<file path="config.mk">
export PLATFORM = sky130hd
export DESIGN_NAME = dispatch_queue
export DESIGN_NICKNAME = d
export VERILOG_FILES = /design/src/rtl/dispatch_queue.sv
export SDC_FILE = /design/constraint.sdc
export NUM_CORES = 2
export LEC_CHECK = 0
export CAP_MARGIN = 20
export CORE_MARGIN = 5
export CORE_UTILIZATION = 45
export DETAILED_ROUTE_END_ITERATION = 12
export GPL_TIMING_DRIVEN = 1
export PLACE_DENSITY = 0.73
export SETUP_SLACK_MARGIN = 0.02
export SYNTH_ARGS = -nofsm -noshare
export SYNTH_HDL_FRONTEND = slang
export SYNTH_SLANG_ARGS = --single-unit
</file>
<file path="constraint.sdc">
create_clock -name clock -period 10.6 [get_ports clock]
set_clock_uncertainty 0.05 [all_clocks]
set_input_delay 2.12 -clock clock [delete_from_list [all_inputs] [get_ports clock]]
set_output_delay 2.12 -clock clock [all_outputs]
set_load 0.005 [all_outputs]
</file>
<file path="src/rtl/dispatch_queue.sv">
// dispatch_queue: W-wide in-order buffer between fetch and dispatch.
// Lane packet layout is {valid, pc, inst}; squash flushes, a dispatched WFI freezes the queue.
module dispatch_queue #(
    parameter int          W     = 3,
    parameter int          DEPTH = 8,
    parameter int          CW    = $clog2(DEPTH + 1),
    parameter int          AW    = $clog2(W + 1),
    parameter int          PCW   = 32,
    parameter int          PW    = 1 + PCW + 32,
    parameter logic [31:0] WFI   = 32'h10500073
) (
    input  logic            clock,
    input  logic            reset,
    input  logic            squash,
    input  logic [W*PW-1:0] if_packet_in,
    output logic [AW-1:0]   accept_num,
    output logic [CW-1:0]   free_slots,
    output logic [W*PW-1:0] disp_packet,
    output logic [W-1:0]    disp_valid,
    input  logic [W-1:0]    d_stall,
    output logic [AW-1:0]   disp_num,
    output logic            halted,
    output logic            empty,
    output logic            full
);
    localparam int PTRW = $clog2(DEPTH);
    logic [PW-1:0]   mem [DEPTH];
    logic [PTRW-1:0] head, tail;
    logic [CW-1:0]   count, in_cnt;
    logic [PW-1:0]   pkt;
    logic            in_run, out_run, lane_ok, wfi_seen, wfi_go;
    assign free_slots = CW'(DEPTH) - count;
    assign empty      = count == '0;
    assign full       = count == CW'(DEPTH);
    always_comb begin
        in_cnt = '0;
        in_run = 1'b1;
        for (int k = 0; k < W; k++) begin
            in_run = in_run & if_packet_in[k*PW+PW-1];
            in_cnt = in_cnt + CW'(in_run);
        end
        accept_num = (halted | squash) ? '0 : AW'((in_cnt < free_slots) ? in_cnt : free_slots);
    end
    // A dispatched WFI blocks all younger lanes in the same cycle.
    always_comb begin
        disp_packet = '0;
        disp_valid  = '0;
        disp_num    = '0;
        pkt         = '0;
        lane_ok     = 1'b0;
        out_run     = ~squash;
        wfi_seen    = 1'b0;
        wfi_go      = 1'b0;
        for (int k = 0; k < W; k++) begin
            lane_ok                   = (CW'(k) < count) & ~halted;
            pkt                       = lane_ok ? mem[head + PTRW'(k)] : '0;
            disp_valid[k]             = lane_ok;
            disp_packet[k*PW +: PW]   = pkt;
            out_run                   = out_run & lane_ok & ~d_stall[k] & ~wfi_seen;
            wfi_seen                  = pkt[31:0] == WFI;
            wfi_go                    = wfi_go | (out_run & wfi_seen);
            disp_num                  = disp_num + AW'(out_run);
        end
    end
    always_ff @(posedge clock) begin
        for (int k = 0; k < W; k++)
            if (AW'(k) < accept_num) mem[tail + PTRW'(k)] <= if_packet_in[k*PW +: PW];
    end
    always_ff @(posedge clock) begin
        if (reset | squash) begin
            head   <= '0;
            tail   <= '0;
            count  <= '0;
            halted <= 1'b0;
        end else begin
            head   <= head + PTRW'(disp_num);
            tail   <= tail + PTRW'(accept_num);
            count  <= count + CW'(accept_num) - CW'(disp_num);
            halted <= halted | wfi_go;
        end
    end
endmodule

</file>
==> results.yml <==
sta:
  final_max_slew_viol_count: 0
  fin_setup_tns_ps: 0
  fin_crit_ps: 8300
  setup_viol: 0
  relSlewSlack: 0.206
  hold_viol: 0
  tightest_slew_ps: 1190
  fmax_mhz: 120
  rsz0062_at_grt: "no"
  finalCritPeriodShare: 0.783
critical_path:
  worstPathMaxFanout: 71
  critical_path_required_ps: 8430
  arrival_ps: 6130
  setup.worst_path.class: "reg2out"
  startpoint_type: "register"
  cp-end-kind: "primary output"
power_and_ir_drop:
  ir_worst_vdd_uv: 146
  powerDensity_nw_per_um2: 173
  leakage_nw: 14.5
synthesis:
  netlist_top_cells_area: "edfxtp_1 (39%), mux2i_1 (19%), mux4_2 (14%)"
  yosys_most_used_dff: "edfxtp_1"
  ys_seq_elements: 531
  syn_nets: 4031
  syn_avg_cell_area_um2: 10.4
  synth_area_um2: 39800
  async_flop_share: 0
  synth_cell_type_count: 67
  yosysWarnings: 0
  synth_top_cell_area_share: 0.392
  ys_seq_area_frac: 0.398
  synthCells: 3811
  yosys.area.top_type: "edfxtp_1"
  synth_edf_count: 520
min_path:
  min_path_type: "reg2reg"
clock_network:
  cts_resized: 0
  cts_buffer_depth: 3
  cts_setup_buffers: 0
  clk_pin_slew_worst_paths_ps: 60
  cts_sinks: 531
  cts_made_buffers: 58
  root_buffer: "clkbuf_16"
  cts_tree: "done"
  insertion_delay_ps: 650
  cts_max_level: 2
  ctsHoldBuffers: 0
global_route:
  grt_first_pass_wirelength_um: 220000
  grt_overflow: 0
  antenna_found_initial: 42
  grt_pass1_vias: 32254
  grt_max_degree: 142
  track_usage: 0.311
detailed_routing:
  drtAntennaViolNets: 0
  drtPass1Iterations: 8
  drt-initial-drc-count: 4986
  wl_per_cell_um: 30.3
  via_count: 33573
  drc: 0
  viasPerCell: 6.63
  routed_wl_um: 153000
status:
  outcome: "finished clean"
final_layout:
  drive_above_1_share: 0.116
  fillers: 7618
  design_area_um2: 45800
  multi_input_comb_area_um2: 21800
  seqCellArea_um2: 15800
  final_nets: 4048
  final_cell_mix: "mux2i_1 (749), edfxtp_1 (520), nor2_1 (460)"
  syn2layout_area_growth_pct: 15.0
  final_common_cell: "mux2i_1"
placement:
  placed_cell_area_um2: 43900
  gp_congestion: 0.969
  hpwl_um: 95400
  numPortBuffers: 409
die:
  die_h_um: 307
  core-area_um2: 88100
  fp-row-count: 109
  start_util: 0.452
  pin_count: 410
  die_w_um: 307
  dieArea_um2: 94500
job:
  max-cap-violations: 0
## worst max-delay path, cell delays in order, from the launching register on
cell	delay, ps
dfxtp_4	810
xor2_4	630
buf_12	470
mux4_2	590
o2111ai_1	290
nand4_1	130
nor4_1	810
nand4b_1	280
or4b_1	270
fa_1	390
inv_1	190
clkdlybuf4s50_1	550
## layer usage
| layer | up-vias | routed length (um) | global-route usage |
|---|---|---|---|
| li1 | 14165 | - | - |
| met3 | 605 | 21100 | 0.0927 |
| met2 | 2668 | 67800 | 0.472 |
| met4 | 24 | 10300 | 0.179 |
| met1 | 16111 | 54100 | 0.397 |
| met5 | - | 160 | 0 |
## where the power goes
group	total (mW)	internal [mW]	leakage, nW	switching, mW
clock network	1.95	1.06	0.863	0.891
registers	2.61	2.51	4.80	0.0999
logic	3.37	1.43	8.79	1.94
total	7.94	5.01	14.5	2.93
## cell families after synthesis
logic type	Yosys count	share of synthesized area
buffers and inverters	550	0.0600
AOI/OAI and AO/OA	734	0.101
DFF	531	0.398
xor gates and xnor gates	10	0.00258
muxes	1011	0.333
and+or+nand+nor	955	0.0986
adders and majority gates	20	0.00736
## flip-flops by register name (all words and copies together), names as in the netlist
register,cells
head,3
count,4
mem,520
halted,1
tail,3
## cell usage after synthesis (all sizes together) (13+ instances only)
cell    instances
inv            27
nand2         348
nor2          464
mux2i         749
buf           168
nor4           15
o22ai          56
nor2b          13
o21ai         202
a21oi         404
nand3          49
ha             13
mux4          250
clkbuf        352
edfxtp        520
## worst paths after layout
path | startpoint | endpoint | slack (ps) | cells past startpoint
worst max-delay path | head[2]$_SDFF_PP0_ | disp_num[0] | 2300 | 11
worst min-delay path | count[3]$_SDFF_PP0_ | count[3]$_SDFF_PP0_ | 650 | 4
worst max register to register | head[2]$_SDFF_PP0_ | count[2]$_SDFF_PP0_ | 4300 | 17
worst min register to register | count[3]$_SDFF_PP0_ | count[3]$_SDFF_PP0_ | 650 | 4
## metrics by stage
stage	setup WS (ps)	utilization	total power [mW]	cells	hold WS, ps
floorplan	1110	-	4.15	3811	515
global placement	2870	0.498	5.91	4929	627
detailed placement	2910	0.498	5.94	4930	647
CTS	2380	0.518	7.86	5035	664
global route	2160	0.519	8.14	5053	734
finish	2300	0.520	7.94	5066	653
## final cells by class
cell class | count | area share
Multi-Input combinational cell | 2730 | 0.477
Antenna cell | 28 | 0.00153
Tap cell | 1165 | 0.0318
Clock buffer | 69 | 0.0331
Inverter | 30 | 0.00251
Sequential cell | 531 | 0.346
Timing Repair Buffer | 477 | 0.102
Clock inverter | 36 | 0.00528
No activity file was read; power rests on OpenSTA's default activity.
==> RTL edit, RTL diff (same settings) <==
The parameter `PCW` goes from 32 to 48.
--- a/src/rtl/dispatch_queue.sv
+++ b/src/rtl/dispatch_queue.sv
@@ -5,7 +5,7 @@
     parameter int          DEPTH = 8,
     parameter int          CW    = $clog2(DEPTH + 1),
     parameter int          AW    = $clog2(W + 1),
-    parameter int          PCW   = 32,
+    parameter int          PCW   = 48,
     parameter int          PW    = 1 + PCW + 32,
     parameter logic [31:0] WFI   = 32'h10500073
 ) (
Ports: changed (resized disp_packet and if_packet_in); port bits go from 410 to 506. The function was not compared with the original's and may differ.
==> RTL edit against the unedited design <==
  * Power rose by 26%
  * Critical endpoint unchanged
  * Register-to-register slack got worse by 350 ps
  * Synthesized area rose by 24%
  * Global-route usage rose by 0.80 points
  * Setup slack got worse by 370 ps
  * Routed wire length rose by 26%
  * Sequential cell count rose by 128
  * Sequential share of layout area rose by 0.15 points
  * Cell area rose by 24%
==> RTL edit: results (changes against the unedited design) <==
* Status: finished clean (unchanged)
* Initial antenna violation count at 48 (was 42)
* Fill cells at 9272 (was 7618)
* Maximum vdd ir drop at 0.0001750 V (was 0.0001463 V)
* Switching share of power at 0.3571 (was 0.3692)
* Commonest cells post-synth: mux2i_1, edfxtp_1, nor2_1 (unchanged)
* Gr usage total at 0.3186 (was 0.3106)
* H-tree depth at 3 (was 2)
* Largest regs: mem (648), count (4) (was mem (520), count (4))
* Sequential cell power at 3250 µW (was 2610 µW)
* Combinational Power Share at 0.402 (was 0.425)
* Routing usage on met1 at 0.3925 (was 0.3971)
* Critical Path Max Stage Delay at 930 ps (was 810 ps)
* Crit-path slowest cell: ha_4 (was dfxtp_4)
* EDFF count, synth at 648 (was 520)
* DRT iter0 DRCs at 5760 (was 4986)
* Worst-Margin Slew at 1215 ps (was 1192 ps)
* Routability congestion estimate from global placement at 0.9517 (was 0.9687)
* Clock Latency Late Sink at 650 ps (about the same)
* Routed vias at 41281 (was 33573)
* Share of cells above drive strength 1 at 0.1169 (was 0.1164)
* Met2 Resource Use GR at 0.4910 (was 0.4720)
* Leak Pwr at 0.01767 µW (was 0.01445 µW)
* Post-synth cell types at 69 (was 67)
* Largest net degree at the start of global routing at 141 (was 142)
* Global-route wire length before repair at 275.6 mm (was 219.7 mm)
* Number of global-route vias before repair at 40043 (was 32254)
* R2R depth at 18 (was 17)
* R2r startpoint: head[0]$_SDFF_PP0_ (was head[2]$_SDFF_PP0_)
* Synth top area share at 0.3947 (was 0.3923)
* R2R setup slack at 3950 ps (was 4300 ps)
* CP arrival at 6510 ps (was 6130 ps)
* Synth top area cells: edfxtp_1, mux2i_1, mux4_2, a21oi_1, nor2_1 (unchanged)
* Syn nets at 4913 (was 4031)
* Critical path peak fanout at 62 (was 71)
* Sequential cell area fraction in the yosys report at 0.3991 (was 0.3978)
* Wire per inst at 31.17 µm (was 30.27 µm)
* # port buffers at 505 (was 409)
* Total CTS buffers at 79 (was 58)
## RTL edit: changes by cell type after synthesis, moves of 70 or more
| cell | before | now |
|---|---|---|
| buf_2 | 98 | 258 |
| o21ai_1 | 1 | 243 |
| a21oi_1 | 403 | 473 |
| nor2_1 | 464 | 617 |
| edfxtp_1 | 520 | 648 |
| o21ai_0 | 201 | 11 |
| mux2i_1 | 749 | 969 |
## RTL edit: area by class of cell
type                    count  area [µm²]  share of cell area
clock inverters            35       355.3            0.006275
multi-input cells        3326       26750              0.4725
diodes                     37       92.59            0.001635
clock buffers             102        2106             0.03719
flip-flops and latches    659       19690              0.3477
repair buffers            585        5768              0.1019
inverters                  24       90.09            0.001591
well taps                1414        1769             0.03124
## RTL edit: routing by layer
layer | up-vias | wire length [µm] | share of wire
li1 | 17305 | - | -
met1 | 19956 | 65920 | 0.34
met2 | 3228 | 86950 | 0.45
met3 | 766 | 25770 | 0.13
met4 | 26 | 13900 | 0.072
met5 | - | 173 | 0.00090
## RTL edit: cells by family (layout without fill, tap and decap cells)
kind of cell | count (synthesis) | in the layout | synth area share
DFF | 659 | 659 | 0.3991
and+or+nand+nor | 1153 | 1153 | 0.09554
adders and majority gates | 20 | 20 | 0.005938
muxes | 1292 | 1292 | 0.3417
other | 0 | 37 | 0
xor gates and xnor gates | 10 | 10 | 0.002309
buffers and inverters | 660 | 746 | 0.06299
AOI/OAI and AO/OA | 851 | 851 | 0.09235
## RTL edit: per-stage QoR
step	worst slack, ps	hold slack, ps	instance area (µm²)	total power [µW]	instances
5_1_grt	1718	717.0	56590	10230	6168
2_1_floorplan	26.99	515.3	49300	5104	4645
4_1_cts	1948	648.0	56520	9892	6144
3_3_place_gp	2687	613.0	54060	7172	6007
6_report	1922	654.3	56620	9986	6182
3_5_place_dp	2650	635.7	54060	7200	6007
